[src/rtl/miller_decode.sv]
`default_nettype none
// ==========================================================================
// miller_decode : modified-Miller (ISO 14443-A PCD) pause-to-bit decoder
// Rev 1.0
// ==========================================================================
module miller_decode #(
  parameter int Z_WIN_END = 47,
  parameter int X_WIN_END = 111
) (
  input  logic clk,
  input  logic rst_n,
  input  logic pause_n_synchronised,
  output logic soc,
  output logic data,
  output logic data_valid,
  output logic eoc,
  output logic error,
  output logic last_rx_bit
);

  localparam logic [0:0] S_IDLE  = 1'b0;
  localparam logic [0:0] S_FRAME = 1'b1;

  localparam logic [6:0] c_z_end    = 7'(Z_WIN_END);
  localparam logic [6:0] c_x_end    = 7'(X_WIN_END);
  localparam logic [6:0] c_win_last = 7'd127;
  // The rise cycle itself occupies the resync count, so the register takes resync+1.
  localparam logic [6:0] c_z_next   = 7'd17;
  localparam logic [6:0] c_x_next   = 7'd81;

  logic [0:0] r_state;
  logic [0:0] w_state_nxt;
  logic       r_pause_q;
  logic       w_rise;
  logic [6:0] r_count;
  logic       r_win_rise;
  logic       r_win_x;
  logic       r_soc_win;
  logic       r_prev;
  logic       r_pend_valid;
  logic       r_pend_bit;
  logic       w_win_end;
  logic       w_rise_err;
  logic       w_end_err;
  logic       w_end_eoc;
  logic       w_end_data;
  logic       w_end_sym;
  logic       w_abort;
  logic       w_soc_nxt;
  logic       w_dv_nxt;
  logic       w_data_nxt;
  logic       w_eoc_nxt;
  logic       w_err_nxt;

  assign w_rise    = pause_n_synchronised & ~r_pause_q;
  assign w_win_end = (r_state == S_FRAME) && (r_count == c_win_last);
  assign w_abort   = w_rise_err | w_end_err | w_end_eoc;

  // Window classification; a rise on the window-end cycle belongs to the next window.
  always_comb begin
    w_rise_err = 1'b0;
    w_end_err  = 1'b0;
    w_end_eoc  = 1'b0;
    w_end_data = 1'b0;
    w_end_sym  = 1'b0;
    if (r_state == S_FRAME) begin
      if (w_win_end) begin
        if (!r_soc_win) begin
          if (r_win_rise && r_win_x) begin
            w_end_data = 1'b1;
            w_end_sym  = 1'b1;
          end else if (r_win_rise) begin
            if (r_prev) w_end_err  = 1'b1;
            else        w_end_data = 1'b1;
          end else begin
            if (r_prev) w_end_data = 1'b1;
            else        w_end_eoc  = 1'b1;
          end
        end
      end else if (w_rise && (r_win_rise || (r_count > c_x_end))) begin
        w_rise_err = 1'b1;
      end
    end
  end

  always_ff @(posedge clk or negedge rst_n) begin
    if (!rst_n) r_state <= S_IDLE;
    else        r_state <= w_state_nxt;
  end

  always_comb begin
    w_state_nxt = r_state;
    case (r_state)
      S_IDLE:  if (w_rise)  w_state_nxt = S_FRAME;
      S_FRAME: if (w_abort) w_state_nxt = S_IDLE;
      default: w_state_nxt = S_IDLE;
    endcase
  end

  always_comb begin
    w_soc_nxt  = (r_state == S_IDLE) && w_rise;
    w_dv_nxt   = w_end_data && r_pend_valid;
    w_data_nxt = w_dv_nxt && r_pend_bit;
    w_eoc_nxt  = w_end_eoc;
    w_err_nxt  = w_end_err || w_rise_err;
  end

  always_ff @(posedge clk or negedge rst_n) begin
    if (!rst_n) begin
      // Idle line is high; starting the copy high avoids a false SOC out of reset.
      r_pause_q    <= 1'b1;
      r_count      <= '0;
      r_win_rise   <= 1'b0;
      r_win_x      <= 1'b0;
      r_soc_win    <= 1'b0;
      r_prev       <= 1'b0;
      r_pend_valid <= 1'b0;
      r_pend_bit   <= 1'b0;
    end else begin
      r_pause_q <= pause_n_synchronised;
      if (r_state == S_IDLE) begin
        if (w_rise) begin
          r_count      <= c_z_next;
          r_win_rise   <= 1'b1;
          r_win_x      <= 1'b0;
          r_soc_win    <= 1'b1;
          r_prev       <= 1'b0;
          r_pend_valid <= 1'b0;
        end
      end else if (w_abort) begin
        r_pend_valid <= 1'b0;
      end else if (w_win_end) begin
        r_soc_win  <= 1'b0;
        r_win_x    <= 1'b0;
        r_win_rise <= w_rise;
        r_count    <= w_rise ? c_z_next : 7'd0;
        if (w_end_data) begin
          r_pend_valid <= 1'b1;
          r_pend_bit   <= w_end_sym;
          r_prev       <= w_end_sym;
        end
      end else if (w_rise) begin
        r_win_rise <= 1'b1;
        r_win_x    <= (r_count > c_z_end);
        r_count    <= (r_count > c_z_end) ? c_x_next : c_z_next;
      end else begin
        r_count <= r_count + 7'd1;
      end
    end
  end

  always_ff @(posedge clk or negedge rst_n) begin
    if (!rst_n) begin
      soc         <= 1'b0;
      data        <= 1'b0;
      data_valid  <= 1'b0;
      eoc         <= 1'b0;
      error       <= 1'b0;
      last_rx_bit <= 1'b0;
    end else begin
      soc        <= w_soc_nxt;
      data       <= w_data_nxt;
      data_valid <= w_dv_nxt;
      eoc        <= w_eoc_nxt;
      error      <= w_err_nxt;
      if (w_dv_nxt) last_rx_bit <= r_pend_bit;
    end
  end

endmodule
`default_nettype wire

[config.mk]
export PLATFORM = sky130hd
export DESIGN_NAME = miller_decode
export DESIGN_NICKNAME = d
export VERILOG_FILES = /design/src/rtl/miller_decode.sv
export SDC_FILE = /design/constraint.sdc
export NUM_CORES = 1
export LEC_CHECK = 0
export ABC_AREA = 0
export CORE_ASPECT_RATIO = 1.2
export CORE_MARGIN = 5
export CORE_UTILIZATION = 25
export CTS_BUF_LIST = sky130_fd_sc_hd__clkbuf_2
export DETAILED_ROUTE_END_ITERATION = 16
export SLEW_MARGIN = 5
export SYNTH_ARGS = -nofsm -noshare
export SYNTH_HDL_FRONTEND = slang
export SYNTH_SLANG_ARGS = --single-unit
export TNS_END_PERCENT = 100
[constraint.sdc]
create_clock -name clk -period 3.4 [get_ports clk]
set_input_delay 0.85 -clock clk [delete_from_list [all_inputs] [get_ports clk]]
set_output_delay 0.85 -clock clk [all_outputs]
set_load 0.005 [all_outputs]
==> impl_results.md, run 1 <==
- Result of the run: complete, no violations
- Buffer depth of the longest clock path: 2
- CTS tree: built
- Synthesized-area fraction occupied by adder cells: about 3.0%
- Minimum period implied by the final worst setup slack: 2197 ps
- Clock tree sinks: 21
- Post-route antenna net violation count: 0
- Ranking of synthesized cells by area: sky130_fd_sc_hd__dfrtp_1, sky130_fd_sc_hd__ha_1, sky130_fd_sc_hd__nand2_1
- Multi-input combinational cell area: roughly 670 um2
- Pin count of the biggest net entering global routing: 22
- Final worst hold slack: 543.2 ps
- Core region area: approximately 4900 um2
- Cell at the root of the clock tree: sky130_fd_sc_hd__clkbuf_2
- Total Wirelength: 2995 um
- Setup repair after global routing missed its margin: no
- Required time worst endpoint: 3650 ps
- Cell Area, Synth: 1267 um2
- DRT Pass-1 Iters: 5
- Final worst path period share: approximately 65%
- Slew at the pin closest to its max-slew limit: 950.5 ps
- Antenna violations before repair: 0
- Fraction of the mapped netlist area in compound gates: approximately a quarter
- Fraction of the mapped netlist area in simple logic gates: between 20% and 30%
- Switching Power: 0.0003117 W
- Critical Path Sink Type: flip-flop
- Final number of max-transition violations: 0
- Routability Congestion: 0.9692
- Post-synth ARST share: 100.0%
- Multiplexer share of the synthesized area: under 10%
- Nets in the synthesized netlist: 125
- Gr ovfl total: 0
- GRT Overall Usage: about a tenth
- Count of instances resized after the clock tree is built: 0
- Combinational family with the most area after synthesis: compound AO/OA/AOI/OAI gates
- Final TNS setup: 0 ps
- Sequential Power Share: 50.4%
- Initial core utilization: approximately a quarter
- Cell type contributing the most total cell area after synthesis: sky130_fd_sc_hd__dfrtp_1
- Hold violation count in the final report: 0
- Wire length of the first global-routing pass: 5147 um
- Crit Path Class: reg -> reg
- Placed cells: about 180
- Yosys top cell area share: between 30% and 40%
- Post-synth top flop: sky130_fd_sc_hd__dfrtp_1
- Number of register bits inferred by synthesis: 21
- Yosys warning total: 0
- Overall power of the completed layout: 0.0007365 W
- Data arrival time of the critical path: 2450 ps
- Level count of the clock H-tree: 1
- Post-CTS repair timing setup buffer count: 0
- Hold-fix buffers at CTS: 0
- # port buffers: 8
- Routed WL per cell: between 15 and 20 um
- Largest reg by FF count: r_count
- Leakage power total: 0.6049 nW
- Highest attainable clock frequency: 455.2 MHz
- Setup Viol. Count Final: 0
- Layout Area Growth over Synthesis: 11.25%
- Max cap viols: 0
- Clk slew on worst S/H paths: approximately 210 ps
- Sequential Area: 526.8 um2
- Filler cells: 502
- Cell Pwr Density: approximately 520 nW/um2
- Hpwl dp: 2194 um
- Clock insertion delay at the later pin of the skew report: 330 ps
- Y dimension of the die: 88 um
- Sequential area share after synthesis: between 40% and 50%
- Xor/xnor cell area share of the yosys netlist: less than 1%
- DRT iter0 DRCs: 46
- Synthesized area per cell: 10.65 um2
- Share of post-route cells with drive strength above 1: 19.20%
- Gate Count Post-Synth: 119
- Number of non-filler instances in the completed layout: 185
- Cell-internal power: approximately 0.00042 W
- Die span in x: 75 um
- Net count, final: 132
- Residual DRC count: 0
- Flip-flop count of the largest register, all copies and words added: 7
- Largest clock skew in the final design: 28.77 ps
- Count of vias placed by the detailed router: 1026
- Proportion of power drawn by combinational gates: 35.2%
- Maximum fanout along the worst path: 8
- Switching Fraction: between 40% and 50%
- CTS buffer count: 3
- Relative slew margins: 36.44%
- Die ar.: 6600 um2
- Worst min-delay path category: reg -> reg
- Inserted Diodes: 0
- Number of enable-type register cells in the synthesized netlist: 0
- Vias in the first global route: 1078
- Via density per instance: 5.546
- Worst IR drop on VDD: 0.1500 mV
- # IOs: 9
- Library cells used by synthesis: 54
- Critical path startpoint category: flip-flop
- Row count: 28
- Clock share of power: 14.4%
==> power groups by stage <==
stage | Sequential, W | Clock (W) | Combinational, W
after CTS | 0.000368 | 0.000111 | 0.000260
after detailed placement | 0.000373 | 0 | 0.000257
final | 0.000371 | 0.000106 | 0.000259
after global routing | 0.000379 | 0.000124 | 0.000283
after floorplan | 0.000320 | 0 | 0.000237
after global placement | 0.000371 | 0 | 0.000248
==> metal layers <==
layer	vias up	track usage, %	share of wire, %
met3	10	2.411	5.6
met2	43	16.88	52
met5	-	0	0
li1	469	-	-
met1	504	11.96	39
met4	0	2.913	2.6
==> stage by stage <==
stage | setup WS, ps | instance area, um2 | utilization, %
after CTS | 1217 | 1410 | 28.55
final | 1203 | 1410 | 28.55
after global routing | 1067 | 1410 | 28.55
after floorplan | 1518 | 1267 | -
after global placement | 1089 | 1390 | 28.14
after detailed placement | 1009 | 1390 | 28.14
==> critical path, stage by stage (launching register included) <==
cell and delay, ps:
sky130_fd_sc_hd__dfrtp_1 530, sky130_fd_sc_hd__inv_1 170, sky130_fd_sc_hd__ha_1 240, sky130_fd_sc_hd__o2bb2ai_1 480, sky130_fd_sc_hd__nor3_4 130, sky130_fd_sc_hd__a41o_4 300, sky130_fd_sc_hd__a211o_1 290
==> area by class of cell <==
| type | count | share of cell area (%) |
|---|---|---|
| Multi-Input combinational cell | 84 | 47.83 |
| Sequential cell | 21 | 37.36 |
| Timing Repair Buffer | 9 | 6.211 |
| Tap cell | 60 | 5.324 |
| Inverter | 7 | 1.863 |
| Clock buffer | 4 | 1.420 |
==> cell usage after synthesis (all sizes together) (2+ instances only) <==
cell type,instances
o41ai,2
nand4b,2
nand2b,4
and3,3
a21oi,7
ha,3
nor4,2
nand3,5
a221oi,2
o31ai,2
buf,6
dfrtp,20
nor3,5
nand4,2
o21ai,3
inv,7
nor2,4
a21o,2
o2bb2ai,2
a211oi,3
nand2,11
==> cell families after synthesis <==
logic type	count (synthesis)
AND/OR/NAND/NOR	44
AO/OA/AOI/OAI	35
flip-flops	21
buffers and inverters	14
adder cells (fa/ha/maj)	3
XOR/XNOR	1
multiplexers	1
==> layout by cell type (no fill, tap or decap), types with 2 or more instances in the layout <==
master and n:
sky130_fd_sc_hd__clkbuf_2 4, sky130_fd_sc_hd__a21oi_1 6, sky130_fd_sc_hd__nand2b_1 4, sky130_fd_sc_hd__and3_1 3, sky130_fd_sc_hd__clkdlybuf4s50_1 8, sky130_fd_sc_hd__o2bb2ai_1 2
sky130_fd_sc_hd__nand3_1 3, sky130_fd_sc_hd__nand2_1 10, sky130_fd_sc_hd__a211oi_1 3, sky130_fd_sc_hd__a221oi_2 2, sky130_fd_sc_hd__nor2_1 4, sky130_fd_sc_hd__nor3_1 3
sky130_fd_sc_hd__dfrtp_1 20, sky130_fd_sc_hd__inv_1 7, sky130_fd_sc_hd__o21ai_0 3, sky130_fd_sc_hd__a21o_1 2, sky130_fd_sc_hd__ha_1 3, sky130_fd_sc_hd__nor4_1 2
sky130_fd_sc_hd__nand4b_1 2
==> final timing paths <==
check	startpoint	to	slack (ps)	cells after the start
worst min register to register	r_pend_bit	r_pend_bit	540	1
worst max-delay path	r_win_rise	r_count[5]	1200	6
min in group asynchronous	rst_n	r_soc_win	1010	1
max in group asynchronous	rst_n	r_state	1790	1
worst min-delay path	r_pend_bit	r_pend_bit	540	1
worst max register to register	r_win_rise	r_count[5]	1200	6
Note: power is estimated with default switching activity, not from simulation.
==> run 2: changes to the inputs <==
==> constraint.sdc (replaced) <==
create_clock -name clk -period 2.1 [get_ports clk]
set_input_delay 0.525 -clock clk [delete_from_list [all_inputs] [get_ports clk]]
set_output_delay 0.525 -clock clk [all_outputs]
set_load 0.005 [all_outputs]
==> impl_results.md, run 2 (same netlist as run 1, synthesis figures left out) <==
- Result of the run: complete, no violations (unchanged)
- Row count: 28 (unchanged)
- Crit Path Class: reg -> reg (unchanged)
- Total Wirelength: 2938 um (was 2995 um)
- Final TNS setup: 0 ps (unchanged)
- Amount of wire on met2 after detailed routing: 1554 um (was 1569 um)
- Final number of max-transition violations: 0 (unchanged)
- Initial core utilization: 25.66% (unchanged)
- Die ar.: 6600 um2 (unchanged)
- Critical path buffers and inverters: 1 (unchanged)
- Critical path startpoint category: flip-flop (unchanged)
- Layout Area Growth over Synthesis: 18.46% (was 11.25%)
- Buffer depth of the longest clock path: 2 (unchanged)
- Leading cell type in the layout, fill and taps excluded: sky130_fd_sc_hd__dfrtp_1 (unchanged)
- Via density per instance: 5.219 (was 5.546)
- Inserted Diodes: 0 (unchanged)
- Die span in x: 75 um (unchanged)
- Required time worst endpoint: 2370 ps (was 3650 ps)
- Largest reg by FF count: r_count (unchanged)
- Top metal layer carrying routed signals: met4 (unchanged)
- M1 wire length: 1212 um (was 1179 um)
- Pin count of the biggest net entering global routing: 21 (was 22)
- GRT Overall Usage: 10.07% (was 9.826%)
- Fin area: 1501 um2 (was 1410 um2)
- Flip-flop count of the largest register, all copies and words added: 7 (unchanged)
- Critical Path Sink Type: flip-flop (unchanged)
- Leakage power total: 0.6413 nW (was 0.6049 nW)
- Placed instance area: 1473 um2 (was 1390 um2)
- Setup Viol. Count Final: 0 (unchanged)
- Routability Congestion: 0.9195 (was 0.9692)
- Routed WL per cell: 14.99 um (was 16.19 um)
- Share of post-route cells with drive strength above 1: 25.74% (was 19.20%)
- Final core area utilization: 30.40% (was 28.55%)
- Largest clock skew in the final design: 11.39 ps (was 28.77 ps)
- Met3 WL post-DR: 110 um (was 168 um)
- Relative slew margins: 71.99% (was 36.44%)
- Net count, final: 143 (was 132)
- Cell Pwr Density: 840.5 nW/um2 (was 522.3 nW/um2)
- DRT iter0 DRCs: 44 (was 46)
- Hold violation count in the final report: 0 (unchanged)
- Top library cells by usage in the layout, fill and taps aside: sky130_fd_sc_hd__dfrtp_1, sky130_fd_sc_hd__buf_4, sky130_fd_sc_hd__nand2_1 (was sky130_fd_sc_hd__dfrtp_1, sky130_fd_sc_hd__nand2_1, sky130_fd_sc_hd__clkdlybuf4s50_1)
- Cell class contributing the biggest share of worst-path delay: simple AND/OR/NAND/NOR gates (was compound AO/OA/AOI/OAI gates)
- Worst IR drop on VDD: 0.2228 mV (was 0.1500 mV)
- Cell at the root of the clock tree: sky130_fd_sc_hd__clkbuf_2 (unchanged)
- Maximum fanout along the worst path: 7 (was 8)
- # IOs: 9 (unchanged)
- Level count of the clock H-tree: 1 (unchanged)
- Highest attainable clock frequency: 523.8 MHz (was 455.2 MHz)
- Antenna violations before repair: 0 (unchanged)
- Data arrival time of the critical path: 2180 ps (was 2450 ps)
- Vias in the first global route: 1063 (was 1078)
- DRT Pass-1 Iters: 4 (was 5)
- Gr ovfl total: 0 (unchanged)
- Y dimension of the die: 88 um (unchanged)
- # port buffers: 8 (unchanged)
- Hpwl dp: 2301 um (was 2194 um)
- Final worst hold slack: 313.1 ps (was 543.2 ps)
- CTS buffer count: 3 (unchanged)
- Max cap viols: 0 (unchanged)
- Count of vias placed by the detailed router: 1023 (was 1026)
- Clock insertion delay at the later pin of the skew report: 330 ps (about the same)
- Minimum period implied by the final worst setup slack: 1909 ps (was 2197 ps)
- Worst path slowest cell: sky130_fd_sc_hd__dfrtp_1 (unchanged)
- Post-route antenna net violation count: 0 (unchanged)
- Worst min-delay path category: in -> async (was reg -> reg)
- Wire length of the first global-routing pass: 5223 um (was 5147 um)
- Setup repair after global routing missed its margin: no (unchanged)
- Clk slew on worst S/H paths: 210 ps (about the same)
- Overall power of the completed layout: 0.001262 W (was 0.0007365 W)
- Core region area: 4940 um2 (unchanged)
- Hold-fix buffers at CTS: 0 (unchanged)
- R2R Setup Slk: 190 ps (was 1200 ps)
- CTS tree: built (unchanged)
- Clock tree sinks: 21 (unchanged)
- Sequence of cells on the critical path: ha_1 > nand4_4 > buf_4 > nor3_4 > a41o_4 > o2bb2ai_1 (was inv_1 > ha_1 > o2bb2ai_1 > nor3_4 > a41o_4 > a211o_1)
- Post-CTS repair timing setup buffer count: 0 (unchanged)
- Largest stage delay on the critical path: 430 ps (was 530 ps)
- Residual DRC count: 0 (unchanged)
- Final worst path period share: 90.91% (was 64.61%)
- Slew at the pin closest to its max-slew limit: 418.6 ps (was 950.5 ps)
==> run 2: layout make-up <==
type | instances | area, um2
inverters | 7 | 26.28
fillers | 501 | 3438
well taps | 60 | 75.07
clock inverters | 1 | 5.005
clock buffers | 3 | 15.01
flip-flops and latches | 21 | 526.8
multi-input cells | 84 | 683.2
repair buffers | 20 | 170.2
==> run 2: worst register-to-register path, delay by kind of cell (launching register included) <==
kind,cells,cell delay [ps]
simple gates,2,540
compound gates,2,340
fa+ha+maj,1,330
buf+inv,1,210
flops,1,430
==> run 2: routing by layer <==
layer | vias to the layer above | track usage, %
met3 | 8 | 2.526
met1 | 504 | 11.67
met2 | 21 | 18.30
met4 | 0 | 2.265
li1 | 490 | -
met5 | - | 0
==> run 2: final timing paths <==
check | startpoint | endpoint | depth (start not counted)
min in group clk | last_rx_bit | last_rx_bit | 1
min | rst_n | soc | 1
min reg2reg | last_rx_bit | last_rx_bit | 1
max in group asynchronous | rst_n | r_pause_q | 2
max | r_count[0] | r_count[1] | 6
max reg2reg | r_count[0] | r_count[1] | 6
==> run 2: what timing repair did <==
| item | 4_1_cts | 5_1_grt |
|---|---|---|
| setup endpoints to repair | 0 | 8 |
| resized for setup | 0 | 1 |
| hold endpoints to repair | 0 | 0 |
==> run 2: where the power goes <==
group	switching [W]	internal (W)	leakage, nW
combinational	0.000317	0.000233	0.358
sequential	0.0000751	0.000463	0.267
clock	0.000130	0.0000432	0.0164
total	0.000523	0.000739	0.641
==> run 2: stage by stage <==
step | worst slack [ps] | cells
floorplan | 217.5 | 119
global placement | 143.3 | 192
detailed placement | 120.6 | 192
CTS | 112.1 | 196
global route | 16.17 | 196
finish | 190.9 | 196
